==> config.mk <==
export PLATFORM = sky130hd
export DESIGN_NAME = spi_slave_mem
export DESIGN_NICKNAME = d
export VERILOG_FILES = /design/src/rtl/spi_pkg.sv /design/src/rtl/spi_sync_edge.sv /design/src/rtl/spi_slave_mem.sv
export SDC_FILE = /design/constraint.sdc
export NUM_CORES = 1
export LEC_CHECK = 0
export CAP_MARGIN = 30
export CORE_ASPECT_RATIO = 0.6
export CORE_UTILIZATION = 46
export DETAILED_ROUTE_END_ITERATION = 7
export PLACE_DENSITY = 0.72
export SYNTH_ARGS = -nofsm -noshare
export SYNTH_HDL_FRONTEND = slang
export SYNTH_SLANG_ARGS = --single-unit
==> constraint.sdc <==
create_clock -name clk -period 22.5 [get_ports clk]
set_clock_uncertainty 0.2 [all_clocks]
set_input_delay 2.25 -clock clk [delete_from_list [all_inputs] [get_ports clk]]
set_output_delay 2.25 -clock clk [all_outputs]
set_load 0.01 [all_outputs]
==> src/rtl/spi_pkg.sv <==
// +----------------------------------------------------------------------------+
// | spi_pkg: frame FSM states and default command bytes shared by SPI blocks   |
// | Revision: 1.0                                                              |
// +----------------------------------------------------------------------------+
`default_nettype none

package spi_pkg;

    typedef enum logic [2:0] {
        ST_IDLE    = 3'd0,
        ST_HEADER  = 3'd1,
        ST_WR_DATA = 3'd2,
        ST_RD_DATA = 3'd3,
        ST_IGNORE  = 3'd4
    } spi_state_t;

    localparam logic [7:0] C_CMD_WRITE_DEF = 8'h69;
    localparam logic [7:0] C_CMD_READ_DEF  = 8'h00;
    localparam int         C_FRAME_WORD    = 32;

endpackage

`default_nettype wire

==> src/rtl/spi_sync_edge.sv <==
// +----------------------------------------------------------------------------+
// | spi_sync_edge: multi-flop synchronizer with rising/falling edge detect     |
// | Revision: 1.0                                                              |
// +----------------------------------------------------------------------------+
`default_nettype none

module spi_sync_edge #(
    parameter int   STAGES    = 2,
    parameter logic RESET_VAL = 1'b0
) (
    input  logic clk,
    input  logic rst,
    input  logic i_d,
    output logic o_q,
    output logic o_rise,
    output logic o_fall
);

    logic [STAGES-1:0] r_sync;
    logic              r_prev;

    // Reset to the line's idle level so no false edge appears after reset
    always_ff @(posedge clk or posedge rst) begin
        if (rst) begin
            r_sync <= {STAGES{RESET_VAL}};
            r_prev <= RESET_VAL;
        end else begin
            r_sync <= {r_sync[STAGES-2:0], i_d};
            r_prev <= r_sync[STAGES-1];
        end
    end

    assign o_q    = r_sync[STAGES-1];
    assign o_rise = r_sync[STAGES-1] & ~r_prev;
    assign o_fall = ~r_sync[STAGES-1] & r_prev;

endmodule

`default_nettype wire

==> src/rtl/spi_slave_mem.sv <==
// +----------------------------------------------------------------------------+
// | spi_slave_mem: SPI (mode 3, LSB first) slave with 32-bit register file     |
// | Revision: 1.0                                                              |
// +----------------------------------------------------------------------------+
`default_nettype none

module spi_slave_mem
    import spi_pkg::*;
#(
    parameter int         DEPTH       = 16,
    parameter logic [7:0] CMD_WRITE   = C_CMD_WRITE_DEF,
    parameter logic [7:0] CMD_READ    = C_CMD_READ_DEF,
    parameter int         SYNC_STAGES = 2
) (
    input  logic                     clk,
    input  logic                     rst,
    input  logic                     sclk,
    input  logic                     cs_n,
    input  logic                     mosi,
    output logic                     miso,
    output logic                     wr_valid,
    output logic [$clog2(DEPTH)-1:0] wr_addr,
    output logic [31:0]              wr_data,
    output logic                     busy,
    output logic                     cmd_err
);

    localparam int AW = $clog2(DEPTH);

    logic w_sclk_q, w_sclk_rise, w_sclk_fall;
    logic w_cs_q, w_cs_rise, w_cs_fall;
    logic w_mosi_q, w_mosi_rise, w_mosi_fall;
    logic [2:0] w_unused_bits;

    spi_sync_edge #(.STAGES(SYNC_STAGES), .RESET_VAL(1'b1)) u_sync_sclk (
        .clk(clk), .rst(rst), .i_d(sclk),
        .o_q(w_sclk_q), .o_rise(w_sclk_rise), .o_fall(w_sclk_fall)
    );

    spi_sync_edge #(.STAGES(SYNC_STAGES), .RESET_VAL(1'b1)) u_sync_cs (
        .clk(clk), .rst(rst), .i_d(cs_n),
        .o_q(w_cs_q), .o_rise(w_cs_rise), .o_fall(w_cs_fall)
    );

    spi_sync_edge #(.STAGES(SYNC_STAGES), .RESET_VAL(1'b0)) u_sync_mosi (
        .clk(clk), .rst(rst), .i_d(mosi),
        .o_q(w_mosi_q), .o_rise(w_mosi_rise), .o_fall(w_mosi_fall)
    );

    assign w_unused_bits = {w_sclk_q, w_mosi_rise, w_mosi_fall};

    spi_state_t      r_state, w_next;
    logic [4:0]      r_bitcnt;
    logic [31:0]     r_sr, r_tx;
    logic [AW-1:0]   r_idx;
    logic            r_miso, r_wr_valid, r_cmd_err;
    logic [AW-1:0]   r_wr_addr;
    logic [31:0]     r_wr_data;
    logic [31:0]     r_mem [DEPTH];

    logic            w_last_bit, w_commit, w_cmd_bad, w_shifting;
    logic [31:0]     w_shift_in;
    logic [AW-1:0]   w_hdr_idx;

    // Bits arrive LSB first, so each new bit enters at the top of the word
    assign w_shift_in = {w_mosi_q, r_sr[31:1]};
    assign w_hdr_idx  = w_shift_in[8 +: AW];
    assign w_shifting = (r_state == ST_HEADER) || (r_state == ST_WR_DATA) ||
                        (r_state == ST_RD_DATA);
    assign w_last_bit = w_sclk_rise && (r_bitcnt == 5'd31);

    always_ff @(posedge clk or posedge rst) begin
        if (rst) r_state <= ST_IDLE;
        else     r_state <= w_next;
    end

    always_comb begin
        w_next    = r_state;
        w_commit  = 1'b0;
        w_cmd_bad = 1'b0;
        if (w_cs_rise) begin
            w_next = ST_IDLE;
        end else begin
            case (r_state)
                ST_IDLE: if (w_cs_fall) w_next = ST_HEADER;
                ST_HEADER: begin
                    if (w_last_bit) begin
                        if (w_shift_in[7:0] == CMD_WRITE)     w_next = ST_WR_DATA;
                        else if (w_shift_in[7:0] == CMD_READ) w_next = ST_RD_DATA;
                        else begin
                            w_next    = ST_IGNORE;
                            w_cmd_bad = 1'b1;
                        end
                    end
                end
                ST_WR_DATA: begin
                    if (w_last_bit) begin
                        w_next   = ST_IGNORE;
                        w_commit = 1'b1;
                    end
                end
                ST_RD_DATA: if (w_last_bit) w_next = ST_IGNORE;
                default: ;
            endcase
        end
    end

    always_ff @(posedge clk or posedge rst) begin
        if (rst) begin
            r_bitcnt   <= '0;
            r_sr       <= '0;
            r_tx       <= '0;
            r_idx      <= '0;
            r_miso     <= 1'b0;
            r_wr_valid <= 1'b0;
            r_wr_addr  <= '0;
            r_wr_data  <= '0;
            r_cmd_err  <= 1'b0;
            for (int i = 0; i < DEPTH; i++) r_mem[i] <= '0;
        end else begin
            r_wr_valid <= w_commit;
            r_cmd_err  <= w_cmd_bad;
            if (w_commit) begin
                r_mem[r_idx] <= w_shift_in;
                r_wr_addr    <= r_idx;
                r_wr_data    <= w_shift_in;
            end
            if (r_state == ST_IDLE) r_bitcnt <= '0;
            else if (w_shifting && w_sclk_rise) r_bitcnt <= r_bitcnt + 5'd1;
            if (w_shifting && w_sclk_rise) r_sr <= w_shift_in;
            if (r_state == ST_HEADER && w_last_bit) r_idx <= w_hdr_idx;
            // Load reads the array after any same-session write has landed
            if (r_state == ST_HEADER && w_next == ST_RD_DATA) r_tx <= r_mem[w_hdr_idx];
            else if (r_state == ST_RD_DATA && w_sclk_fall)  r_tx <= {1'b0, r_tx[31:1]};
            if (w_next != ST_RD_DATA) r_miso <= 1'b0;
            else if (r_state == ST_RD_DATA && w_sclk_fall) r_miso <= r_tx[0];
        end
    end

    assign miso     = r_miso;
    assign wr_valid = r_wr_valid;
    assign wr_addr  = r_wr_addr;
    assign wr_data  = r_wr_data;
    assign cmd_err  = r_cmd_err;
    assign busy     = ~w_cs_q;

endmodule

`default_nettype wire
==> impl_metrics.py, run 1 <==
metrics = {
    "run_status": {
        "status": "complete, no violations",
    },
    "yosys": {
        "synth.distinct_cells": 39,
        "synth.area.top_cells": "dfrtp_1 (56%), mux2_2 (23%), mux4_2 (13%), nand2_1 (1.5%), mux2_1 (1.2%)",
        "syn-num-nets": 1765,
        "synth_top_area_cell": "dfrtp_1",
        "synth.avg_cell_area_sq_um": 16.06,
        "seq_area_frac_synth": 0.5623,
        "synth-async-reset-ratio": 1.000,
        "synthFlopType": "dfrtp_1",
        "synth_top_area_frac": 0.5567,
        "yosys_warnings": 0,
        "ys_ff_latch": 634,
        "synthCells": 1758,
        "synth-edff-count": 0,
        "syn_area_sq_mm": 0.02823,
    },
    "routing": {
        "via_per_inst": 5.854,
        "drc": 0,
        "routed_wl_mm": 64.81,
        "avgRoutedWirePerCell_um": 25.03,
        "drt-initial-drc-count": 1092,
        "num_vias": 15160,
        "antenna_left": 0,
        "drtPass1Iterations": 5,
    },
    "sta": {
        "slew_violations": 0,
        "setup_ws_ns": 17.03,
        "period_share": 0.2432,
        "fmax_mhz": 182.7,
        "fin_hold_ws_ns": 0.1494,
        "worstMarginPinSlew_ns": 0.9617,
        "setup_viol": 0,
        "final-hold-violation-count": 0,
        "finalCriticalPeriod_ns": 5.472,
        "fin_tns_setup_ns": 0,
        "slew_headroom": 0.3589,
        "rsz0062_at_grt": "no",
    },
    "worst_setup_path": {
        "crit_path_top_delay_cell": "buf_4",
        "crit_path_end": "r_mem[329]",
        "cp_cell_sequence": "clkdlybuf4s50_1 -> inv_8 -> buf_16 -> buf_4 -> buf_4 -> buf_4",
        "rr_worst_depth": 9,
        "rrSetupSlack_ns": 18.61,
        "end_kind": "async pin",
        "cp.depth": 6,
        "crit_top_cell": "buf_4",
        "path_delay_family": "buffers and inverters",
        "path_class": "in2async",
        "crit_path_start_kind": "input pin",
        "crit_start": "rst",
        "critPathBufInv": 6,
        "cp.arrival_ns": 5.89,
        "rr_endpoint": "r_mem[185]",
        "r2r-start": "r_bitcnt[0]",
        "max_stage_delay_ns": 0.81,
        "critPathMaxFanout": 131,
        "required_ns": 22.92,
    },
    "final_layout": {
        "final_cell_mix": "dfrtp_1 (624), mux2_2 (584), mux4_2 (160), nand2_1 (106), clkbuf_16 (57)",
        "layout_commonest_cell": "dfrtp_1",
        "antennaDiodeCount": 0,
        "syn_to_final_growth_pct": 10.73,
        "final_cell_count_no_fill": 2589,
        "nets": 1738,
        "post-route-util": 0.5217,
        "drive_gt1_frac": 0.5076,
        "final_area_sq_mm": 0.03126,
    },
    "place": {
        "gp_congestion": 0.7508,
        "io_buffers": 44,
        "placed_cell_area_sq_mm": 0.02925,
        "dp_cells": 2485,
        "post-place-ws_ns": 15.92,
        "hpwlAfterDp_mm": 36.15,
    },
    "die": {
        "rows": 69,
        "die_area_sq_mm": 0.06240,
        "pin_count": 45,
        "die_w_um": 321.8,
        "core_sq_mm": 0.05992,
        "fp.dieH_um": 193.9,
        "initial_core_util": 0.4712,
    },
    "clocking": {
        "numCtsBuffers": 56,
        "ctsResizeCount": 0,
        "cts_tree": "done",
        "worstSkewPairLatency_ns": 0.61,
        "cts.sink_count": 634,
        "clockBufferDepth": 3,
        "clkTransAtPathRegs_ns": 0.06,
        "ctsHtreeMaxLevel": 2,
        "cts-root-buf": "clkbuf_16",
        "post-cts-setup-buffers": 0,
        "holdBufCountCts": 0,
    },
    "global_routing": {
        "grt-ovfl-total": 0,
        "grt_util_all_layers": 0.2147,
        "grt_max_degree": 145,
        "antenna_found_initial": 1,
        "grt_first_pass_wirelength_mm": 102.1,
        "grt_pass1_vias": 16380,
    },
    "power": {
        "vdd_drop_max_uv": 59.60,
        "p_total_mw": 2.227,
        "p_per_area_mw_per_mm2": 71.25,
        "p_leak_nw": 14.98,
    },
    "min_path": {
        "worst_hold_path_type": "reg2reg",
    },
    "flow_run": {
        "cap_violations": 0,
    },
}
==> registers in the layout, summed over array words and instances (netlist names), 2 cells and up <==
signal and count:
wr_addr 4, r_mem 512, wr_data 32, r_tx 32, u_sync_sclk.r_sync 2, u_sync_mosi.r_sync 2, r_bitcnt 5, r_sr 31
r_idx 4, r_state 3, u_sync_cs.r_sync 2
==> how the worst min path moves through the flow <==
stage | from | end | slack, ns | cells past startpoint
after detailed placement | u_sync_mosi.r_sync[0] | u_sync_mosi.r_sync[1] | 0.14 | 0
after floorplan | u_sync_mosi.r_sync[0] | u_sync_mosi.r_sync[1] | 0.13 | 0
after global placement | u_sync_mosi.r_sync[0] | u_sync_mosi.r_sync[1] | 0.14 | 0
after CTS | u_sync_mosi.r_sync[0] | u_sync_mosi.r_sync[1] | 0.15 | 0
final | u_sync_mosi.r_sync[0] | u_sync_mosi.r_sync[1] | 0.15 | 0
after global routing | u_sync_sclk.r_sync[0] | u_sync_sclk.r_sync[1] | 0.17 | 0
==> synth_stat cells, types with 6 or more instances <==
master    count
buf_1        28
buf_4        22
dfstp_2       6
nor2_1        6
mux2_2      584
clkbuf_1     70
nor3_4        7
inv_1         6
buf_2        32
nand2_1     110
mux4_2      160
mux2_1       29
dfrtp_1     628
buf_6        17
==> cell type report <==
cell class / count / area (sq um)
multi-input cells: 947 / 11490
repair buffers: 86 / 920.9
clock inverters: 13 / 247.7
inverters: 6 / 30.03
flip-flops and latches: 634 / 15890
well taps: 816 / 1021
clock buffers: 87 / 1659
fillers: 4871 / 28660
==> layer usage <==
metal,track usage,vias to the layer above,part of all wire
li1,-,6373,-
met5,0,-,0.00031
met3,0.04147,102,0.051
met1,0.3319,8343,0.49
met4,0.04515,2,0.019
met2,0.3144,337,0.44
==> where the power goes <==
part           internal [mW]  switching, mW
clock network          0.585          0.427
registers               1.15         0.0303
logic                 0.0109         0.0279
==> logic make-up (layout without fill, tap and decap cells) <==
group | count (synthesis) | in the layout | synth area share
buffers and inverters | 177 | 192 | 0.03249
adders and majority gates | 2 | 2 | 0.0008863
DFF | 634 | 634 | 0.5623
muxes | 775 | 775 | 0.3729
AOI/OAI and AO/OA | 15 | 15 | 0.004077
and+or+nand+nor | 155 | 155 | 0.02739
Note: power is estimated with default switching activity, not from simulation.
==> run 2, diff against run 1 <==
==> constraint.sdc (replaced) <==
create_clock -name clk -period 5.47 [get_ports clk]
set_clock_uncertainty 0.2 [all_clocks]
set_input_delay 0.547 -clock clk [delete_from_list [all_inputs] [get_ports clk]]
set_output_delay 0.547 -clock clk [all_outputs]
set_load 0.01 [all_outputs]
==> run 2 against run 1 <==
Against the previous run:
- sequential power rose to 4.1 times the previous value
- cell area up 0.50%
- critical endpoint is now r_mem[73]
- sequential share of layout area down 0.25 points
- sequential cell count unchanged
- non-clock buffer count up 8
- first-iteration DRC count down 1.0%
- hold slack worse by 0.0017 ns
- final cell count up 0.58%
- highest routed layer unchanged
- critical path type is now reg2reg
- total power rose to 4.1 times the previous value
- register-to-register slack worse by 17 ns
- core utilization up 0.26 points
- global-route usage down 0.76 points
==> impl_metrics.py, run 2 (synthesized netlist as in run 1, its figures left out) <==
metrics = {
    "run_status": {
        "status": "complete, no violations",
    },
    "final_layout": {
        "drive_gt1_frac": 0.5159,
        "nets": 1747,
        "final_cell_count_no_fill": 2604,
        "syn_to_final_growth_pct": 11.28,
        "largest_reg_flops": 512,
        "layout_commonest_cell": "dfrtp_1",
        "final_area_sq_mm": 0.03141,
        "top_register": "r_mem",
        "final_cell_mix": "dfrtp_1 (624), mux2_2 (584), mux4_2 (160), nand2_1 (106), clkbuf_16 (59)",
    },
    "die": {
        "initial_core_util": 0.4712,
        "die_w_um": 321.8,
        "pin_count": 45,
        "fp.dieH_um": 193.9,
        "die_area_sq_mm": 0.06240,
        "rows": 69,
        "core_sq_mm": 0.05992,
    },
    "clocking": {
        "post-cts-setup-buffers": 0,
        "ctsResizeCount": 0,
        "ctsHtreeMaxLevel": 2,
        "holdBufCountCts": 0,
        "cts_tree": "done",
        "cts.sink_count": 634,
        "clockBufferDepth": 3,
        "numCtsBuffers": 57,
        "clkTransAtPathRegs_ns": 0.07,
        "worstSkewPairLatency_ns": 0.60,
        "cts-root-buf": "clkbuf_16",
    },
    "global_routing": {
        "grt_first_pass_wirelength_mm": 99.19,
        "antenna_found_initial": 3,
        "grt_max_degree": 150,
        "grt_pass1_vias": 15980,
        "grt_util_all_layers": 0.2071,
        "grt-ovfl-total": 0,
    },
    "sta": {
        "final-hold-violation-count": 0,
        "slew_violations": 0,
        "finalCriticalPeriod_ns": 3.697,
        "rsz0062_at_grt": "no",
        "fin_tns_setup_ns": 0,
        "worstMarginPinSlew_ns": 0.9231,
        "fmax_mhz": 270.5,
        "slew_headroom": 0.3846,
        "setup_viol": 0,
        "setup_ws_ns": 1.773,
        "period_share": 0.6758,
    },
    "routing": {
        "num_vias": 15000,
        "avgRoutedWirePerCell_um": 23.93,
        "via_per_inst": 5.758,
        "drt-initial-drc-count": 1081,
        "drtPass1Iterations": 5,
        "antenna_left": 0,
        "drc": 0,
        "routed_wl_mm": 62.32,
    },
    "power": {
        "p_leak_nw": 15.07,
        "vdd_drop_max_uv": 242.7,
        "p_per_area_mw_per_mm2": 291.9,
    },
    "place": {
        "gp_congestion": 0.7873,
        "post-place-ws_ns": 1.804,
        "dp_cells": 2493,
        "placed_cell_area_sq_mm": 0.02935,
        "io_buffers": 44,
        "hpwlAfterDp_mm": 38.06,
    },
    "worst_setup_path": {
        "path_class": "reg2reg",
        "critPathMaxFanout": 17,
        "required_ns": 5.75,
        "cp.arrival_ns": 3.98,
        "crit_path_start_kind": "register",
        "end_kind": "register",
    },
    "flow_run": {
        "cap_violations": 0,
    },
    "min_path": {
        "worst_hold_path_type": "reg2reg",
    },
}
## run 2: changes by cell type in the layout (fill, tap and decap cells not counted), moves of 3 or more
cell        previous run  this run
buf_12                 3        11
buf_16                 6         3
clkinvlp_4             3         7
clkinv_2               3        10
clkbuf_1              18        10
## run 2: power breakdown
group / switching (mW) / leakage (nW) / internal (mW) / total [mW]
Clock: 1.78 / 0.953 / 2.38 / 4.16
Sequential: 0.132 / 8.82 / 4.71 / 4.85
Combinational: 0.117 / 5.30 / 0.0464 / 0.163
Total: 2.03 / 15.1 / 7.14 / 9.17
## run 2: per-stage QoR
step / total power, mW / util / hold slack [ns]
finish: 9.168 / 0.5243 / 0.1477
global route: 9.492 / 0.5242 / 0.1341
CTS: 9.255 / 0.5225 / 0.1252
detailed placement: 5.095 / 0.4898 / 0.1347
global placement: 5.078 / 0.4884 / 0.1351
floorplan: 5.015 / - / 0.1312
## run 2: worst paths after layout
| kind | startpoint | endpoint | slack, ns | cells past startpoint |
|---|---|---|---|---|
| max in group asynchronous | rst | r_sr[9] | 3.47 | 3 |
| max reg2reg | r_bitcnt[0] | r_mem[73] | 1.77 | 8 |
| min | u_sync_mosi.r_sync[0] | u_sync_mosi.r_sync[1] | 0.15 | 0 |
| min reg2reg | u_sync_mosi.r_sync[0] | u_sync_mosi.r_sync[1] | 0.15 | 0 |
| min in group asynchronous | rst | r_idx[3] | 0.28 | 2 |
| max | r_bitcnt[0] | r_mem[73] | 1.77 | 8 |
## run 2: critical path, cell delays in order (launching register included)
cell and delay, ns:
dfrtp_1 0.40, ha_1 0.18, and3_1 0.18, ha_1 0.19
and4bb_2 0.31, o2111ai_4 0.41, or3_2 0.94, buf_4 0.38
mux2_1 0.36
## run 2: final cells by class
cell class / count / area (sq um)
repair buffers: 94 / 1025
diodes: 1 / 2.502
flip-flops and latches: 634 / 15890
clock inverters: 25 / 280.3
well taps: 816 / 1021
multi-input cells: 947 / 11490
inverters: 6 / 26.28
clock buffers: 81 / 1679
fillers: 4866 / 28500
## run 2: per-layer routing
| metal | global-route usage | wire (um) | vias up |
|---|---|---|---|
| met5 | 0 | 13 | - |
| met1 | 0.3196 | 30010 | 8211 |
| met2 | 0.2967 | 27150 | 318 |
| met4 | 0.04656 | 1241 | 2 |
| li1 | - | - | 6376 |
| met3 | 0.04763 | 3903 | 88 |
